### src/rtl/lutram_reader.sv
// Readout master for the lutram sample memory: walks backwards from the newest sample and streams each word out.
// Optional abort input is enabled by defining LUTRAM_READER_ABORT_EN.
module lutram_reader #(
  parameter int WIDTH = 32,
  parameter int DEPTH = 4
) (
  input  logic             clk_i,
  input  logic             rst_in,
  input  logic             start_i,
  input  logic [DEPTH-1:0] ptr_i,
  input  logic [DEPTH:0]   count_i,
`ifdef LUTRAM_READER_ABORT_EN
  input  logic             abort_i,
`endif
  output logic             mem_en_o,
  output logic             mem_we_o,
  output logic [DEPTH-1:0] mem_addr_o,
  input  logic [WIDTH-1:0] mem_d_i,
  output logic [WIDTH-1:0] data_o,
  output logic             valid_o,
  input  logic             ready_i,
  output logic             busy_o,
  output logic             done_o
);

  typedef enum logic [2:0] {
    S_IDLE,
    S_FETCH,
    S_CAPTURE,
    S_SEND,
    S_DONE
  } state_t;

  state_t           state, state_next;
  logic [DEPTH-1:0] addr;
  logic [DEPTH:0]   remaining;
  logic             abort;
  logic             active;

`ifdef LUTRAM_READER_ABORT_EN
  assign abort = abort_i;
`else
  assign abort = 1'b0;
`endif

  // Abort only applies while a word is in flight; DONE always completes its pulse.
  assign active = (state == S_FETCH) || (state == S_CAPTURE) || (state == S_SEND);

  // NOTE: sequential state uses non-blocking assignments so every register samples pre-edge values.
  always_ff @(posedge clk_i or negedge rst_in) begin
    if (!rst_in) begin
      state <= S_IDLE;
    end else begin
      state <= state_next;
    end
  end

  // NOTE: next-state defaults to the current state first so no path leaves it unassigned (no latch).
  always_comb begin
    state_next = state;
    unique case (state)
      S_IDLE: begin
        if (start_i) begin
          state_next = (count_i != '0) ? S_FETCH : S_DONE;
        end
      end
      S_FETCH:   state_next = S_CAPTURE;
      S_CAPTURE: state_next = S_SEND;
      S_SEND: begin
        if (ready_i) begin
          state_next = (remaining == (DEPTH+1)'(1)) ? S_DONE : S_FETCH;
        end
      end
      S_DONE:    state_next = S_IDLE;
      default:   state_next = S_IDLE;
    endcase
    if (abort && active) begin
      state_next = S_IDLE;
    end
  end

  always_ff @(posedge clk_i or negedge rst_in) begin
    if (!rst_in) begin
      addr      <= '0;
      remaining <= '0;
      data_o    <= '0;
    end else begin
      if (state == S_IDLE && start_i && count_i != '0) begin
        addr      <= ptr_i;
        remaining <= count_i;
      end
      if (state == S_CAPTURE) begin
        data_o <= mem_d_i;
      end
      // Address decrement wraps naturally at DEPTH bits, walking the circular buffer oldest-ward.
      if (state == S_SEND && ready_i && !abort) begin
        remaining <= remaining - (DEPTH+1)'(1);
        addr      <= addr - DEPTH'(1);
      end
    end
  end

  // Outputs decode the state register only, so valid_o has no combinational path from ready_i.
  assign mem_en_o   = (state == S_FETCH);
  assign mem_we_o   = 1'b0;
  assign mem_addr_o = addr;
  assign valid_o    = (state == S_SEND);
  assign busy_o     = (state != S_IDLE);
  assign done_o     = (state == S_DONE);

endmodule

### config.mk
export PLATFORM = sky130hd
export DESIGN_NAME = lutram_reader
export DESIGN_NICKNAME = d
export VERILOG_FILES = /design/src/rtl/lutram_reader.sv
export SDC_FILE = /design/constraint.sdc
export NUM_CORES = 1
export LEC_CHECK = 0
export ABC_AREA = 0
export CAP_MARGIN = 20
export CORE_MARGIN = 3
export CORE_UTILIZATION = 38
export CTS_CLUSTER_SIZE = 20
export DETAILED_ROUTE_END_ITERATION = 7
export PLACE_DENSITY_LB_ADDON = 0.15
export SYNTH_ARGS = -nofsm -noshare
export SYNTH_HDL_FRONTEND = slang
export SYNTH_SLANG_ARGS = --single-unit
### constraint.sdc
create_clock -name clk_i -period 1.47 [get_ports clk_i]
set_input_delay 0.294 -clock clk_i [delete_from_list [all_inputs] [get_ports clk_i]]
set_output_delay 0.294 -clock clk_i [all_outputs]
set_load 0.05 [all_outputs]
==> run_results.csv <==
group,metric,value,unit
synthesis,ys_ff_latch,44,
drt,drtIter0Drc,108,
worst_setup_path,max_stage_delay,0.40,ns
worst_setup_path,crit_path_start,"state[0]$_DFFE_PN0P_",
drt,drt_pass1_iterations,4,
cells_and_area,area_growth,102,%
timing,rsz0062_at_grt,"true",
worst_setup_path,critPathCaptureType,"output pin",
drt,vias,1731,
worst_setup_path,reg2reg_depth,6,
worst_setup_path,path_class,"reg2out",
clocking,cts_tree,"yes",
synthesis,synth_area,1970,um^2
timing,period_needed,1.67,ns
outcome,violations,"negative setup slack",
drt,routed_wl,6.12,mm
cells_and_area,final_layout_size_suffix_gt1_frac,0.495,
global_route,grt_use_total,0.192,
worst_setup_path,crit_chain,"buf_6, or3_4, buf_8",
timing,finalClockSkew,0.00485,ns
global_route,gr-total-overflow,0,
cells_and_area,final_area,3980,um^2
global_route,grt_pass1_wl,9.19,mm
power,power.density,2630,nW/um^2
timing,drv_slew,0,
worst_setup_path,crit_end,"busy_o",
timing,finalWorstSetupSlack,-0.196,ns
clocking,cts-root-buf,"clkbuf_8",
timing,finalSetupTns,-6.89,ns
worst_setup_path,crit_cells,3,
drt,viasPerCell,5.03,
die,die_w,78.1,um
clocking,insertion_delay,0.29,ns
worst_setup_path,r2r-end,"remaining[2]$_DFFE_PN0P_",
timing,finalSetupViolations,45,
cells_and_area,nFillCells,287,
timing,hold_viol,0,
power,leakagePower,1.79,nW
die,initial_core_util,0.404,
job,max_cap_viol_count,0,
cells_and_area,nets,325,
cells_and_area,insertedDiodeCount,0,
cells_and_area,postLayoutCoreUtil,0.816,
timing,max_freq,0.600,GHz
clocking,ctsHtreeMaxLevel,2,
synthesis,synth_cells,150,
die,core-area,4880,um^2
drt,final_antenna_net_count,0,
timing,holdWs,0.424,ns
place,portBuffers,84,
die,row_count,25,
worst_setup_path,worst-r2r-setup-slack,-0.19,ns
place,placedCellCount,314,
clocking,cts-buffers-inserted,5,
worst_setup_path,critical_path.top_delay_family,"flip-flops",
drt,wl_per_cell,17.8,um
global_route,grt_pass1_vias,1785,
place,finalWeightedCongestion,0.861,
worst_setup_path,startpoint_type,"register",
clocking,cts_sinks,44,
cells_and_area,layout_commonest_cell,"dfrtp_1",
worst_setup_path,worst-path-buf-inv,2,
synthesis,synth.avg_cell_area,13.2,um^2
die,die_area,6090,um^2
cells_and_area,stdcell_count,344,
place,dpl_cell_area,3450,um^2
die,die_h,78.1,um
worst_setup_path,arrival,1.37,ns
worst_setup_path,r2r-start,"state[2]$_DFFE_PN0P_",
global_route,grt_max_degree,45,
power,peakVddDrop,1.77,mV
min_path,hold_class,"in2reg",
synthesis,syn-num-nets,198,
cells_and_area,final_cell_mix,"44 x dfrtp_1, 42 x buf_12, 39 x clkdlybuf4s50_1, 32 x mux2_4, 23 x buf_4",
global_route,antenna_found_initial,0,
place,dpl.hpwl,3.63,mm
synthesis,synth_cell_types,37,
worst_setup_path,worstPathMaxFanout,4,
die,ios,86,
timing,fin_crit_sh,1.13,
clocking,cts_buffer_depth,2,
synthesis,yosys_warnings,0,
outcome,run_status,"finished with violations",
worst_setup_path,slowest_stage,"dfrtp_1",
drt,route.detailed.drc,0,
synthesis,synth.yosys.seq_area_share,0.558,
clocking,clk_pin_slew,0.08,ns
worst_setup_path,worstPathRequired,1.18,ns
-- cell type report --
class | count | area, um^2 | share of cell area
Timing Repair Buffer | 128 | 1700 | 0.428
Sequential cell | 44 | 1100 | 0.277
Multi-Input combinational cell | 93 | 996 | 0.250
Tap cell | 67 | 83.8 | 0.0211
Clock buffer | 6 | 72.6 | 0.0182
Inverter | 5 | 18.8 | 0.00471
Clock inverter | 1 | 5.00 | 0.00126
-- registers in the layout, indices dropped and copies added, names as in the netlist --
register	count
remaining	5
mem_addr_o	4
state	3
data_o	32
-- worst min path at each step --
stage,cells after the start,from,end
6_report,3,count_i[1],remaining[1]$_DFFE_PN0P_
5_1_grt,3,count_i[1],remaining[1]$_DFFE_PN0P_
4_1_cts,3,count_i[1],remaining[1]$_DFFE_PN0P_
3_5_place_dp,2,rst_in,data_o[23]$_DFFE_PN0N_
3_3_place_gp,2,rst_in,data_o[23]$_DFFE_PN0N_
2_1_floorplan,0,rst_in,data_o[0]$_DFFE_PN0N_
-- cell usage after synthesis (all sizes together) --
master,n,area share
or3,2,0.0063
o21bai,1,0.0038
nor4,1,0.0032
o221a,4,0.023
o21ai,6,0.021
nor2,7,0.013
nor3,7,0.020
and2,1,0.0032
nand4b,1,0.0076
a21oi,3,0.0076
clkbuf,1,0.0019
buf,7,0.019
dfrtp,44,0.56
mux2,32,0.18
ha,3,0.019
a221oi,2,0.0089
inv,5,0.0095
mux2i,2,0.010
and4b,1,0.0051
and3,2,0.0063
nand3,2,0.0051
o211ai,1,0.0038
o31a,1,0.0044
conb,1,0.0019
a31oi,1,0.0032
o311a,1,0.0057
nand2,4,0.0089
nor3b,3,0.011
o21a,1,0.0038
or4,1,0.0057
nor4b,2,0.016
-- cell families after synthesis --
kind of cell | synth area share
buffers and inverters | 0.0304
other | 0.00190
flip-flops | 0.558
AND/OR/NAND/NOR | 0.113
AO/OA/AOI/OAI | 0.0850
multiplexers | 0.193
adder cells (fa/ha/maj) | 0.0190
-- what timing repair did --
item / 4_1_cts / 5_1_grt
setup buffers: 15 / 4
pin swaps: 6 / 4
gates resized for setup: 40 / 27
setup endpoints to repair: 47 / 47
hold buffers: 1 / 0
gates cloned: 2 / 2
endpoints found under the hold margin: 44 / 0
-- report_power, final --
| part | switching [mW] | internal [mW] |
|---|---|---|
| combinational | 3.29 | 3.92 |
| clock | 0.393 | 0.324 |
| sequential | 0.711 | 1.82 |
-- through the flow --
stage,setup slack [ns],total power [mW]
global placement,-0.485,8.56
floorplan,-0.0892,5.46
finish,-0.196,10.5
global route,-0.238,10.9
CTS,-0.192,10.1
detailed placement,-0.507,8.65
-- routing by layer --
metal | routed length (um) | part of all wire | vias to the layer above | GRT usage
li1 | - | - | 799 | -
met1 | 2550 | 0.42 | 848 | 0.240
met2 | 3140 | 0.51 | 74 | 0.332
met3 | 327 | 0.053 | 10 | 0.0367
met4 | 105 | 0.017 | 0 | 0.0664
met5 | 0 | 0 | - | 0
-- tightest hold or removal path, cell delays in order --
cell	delay [ns]
clkdlybuf4s15_1	0.20
a221oi_2	0.07
a21oi_1	0.11
(Power assumes the default switching activity.)
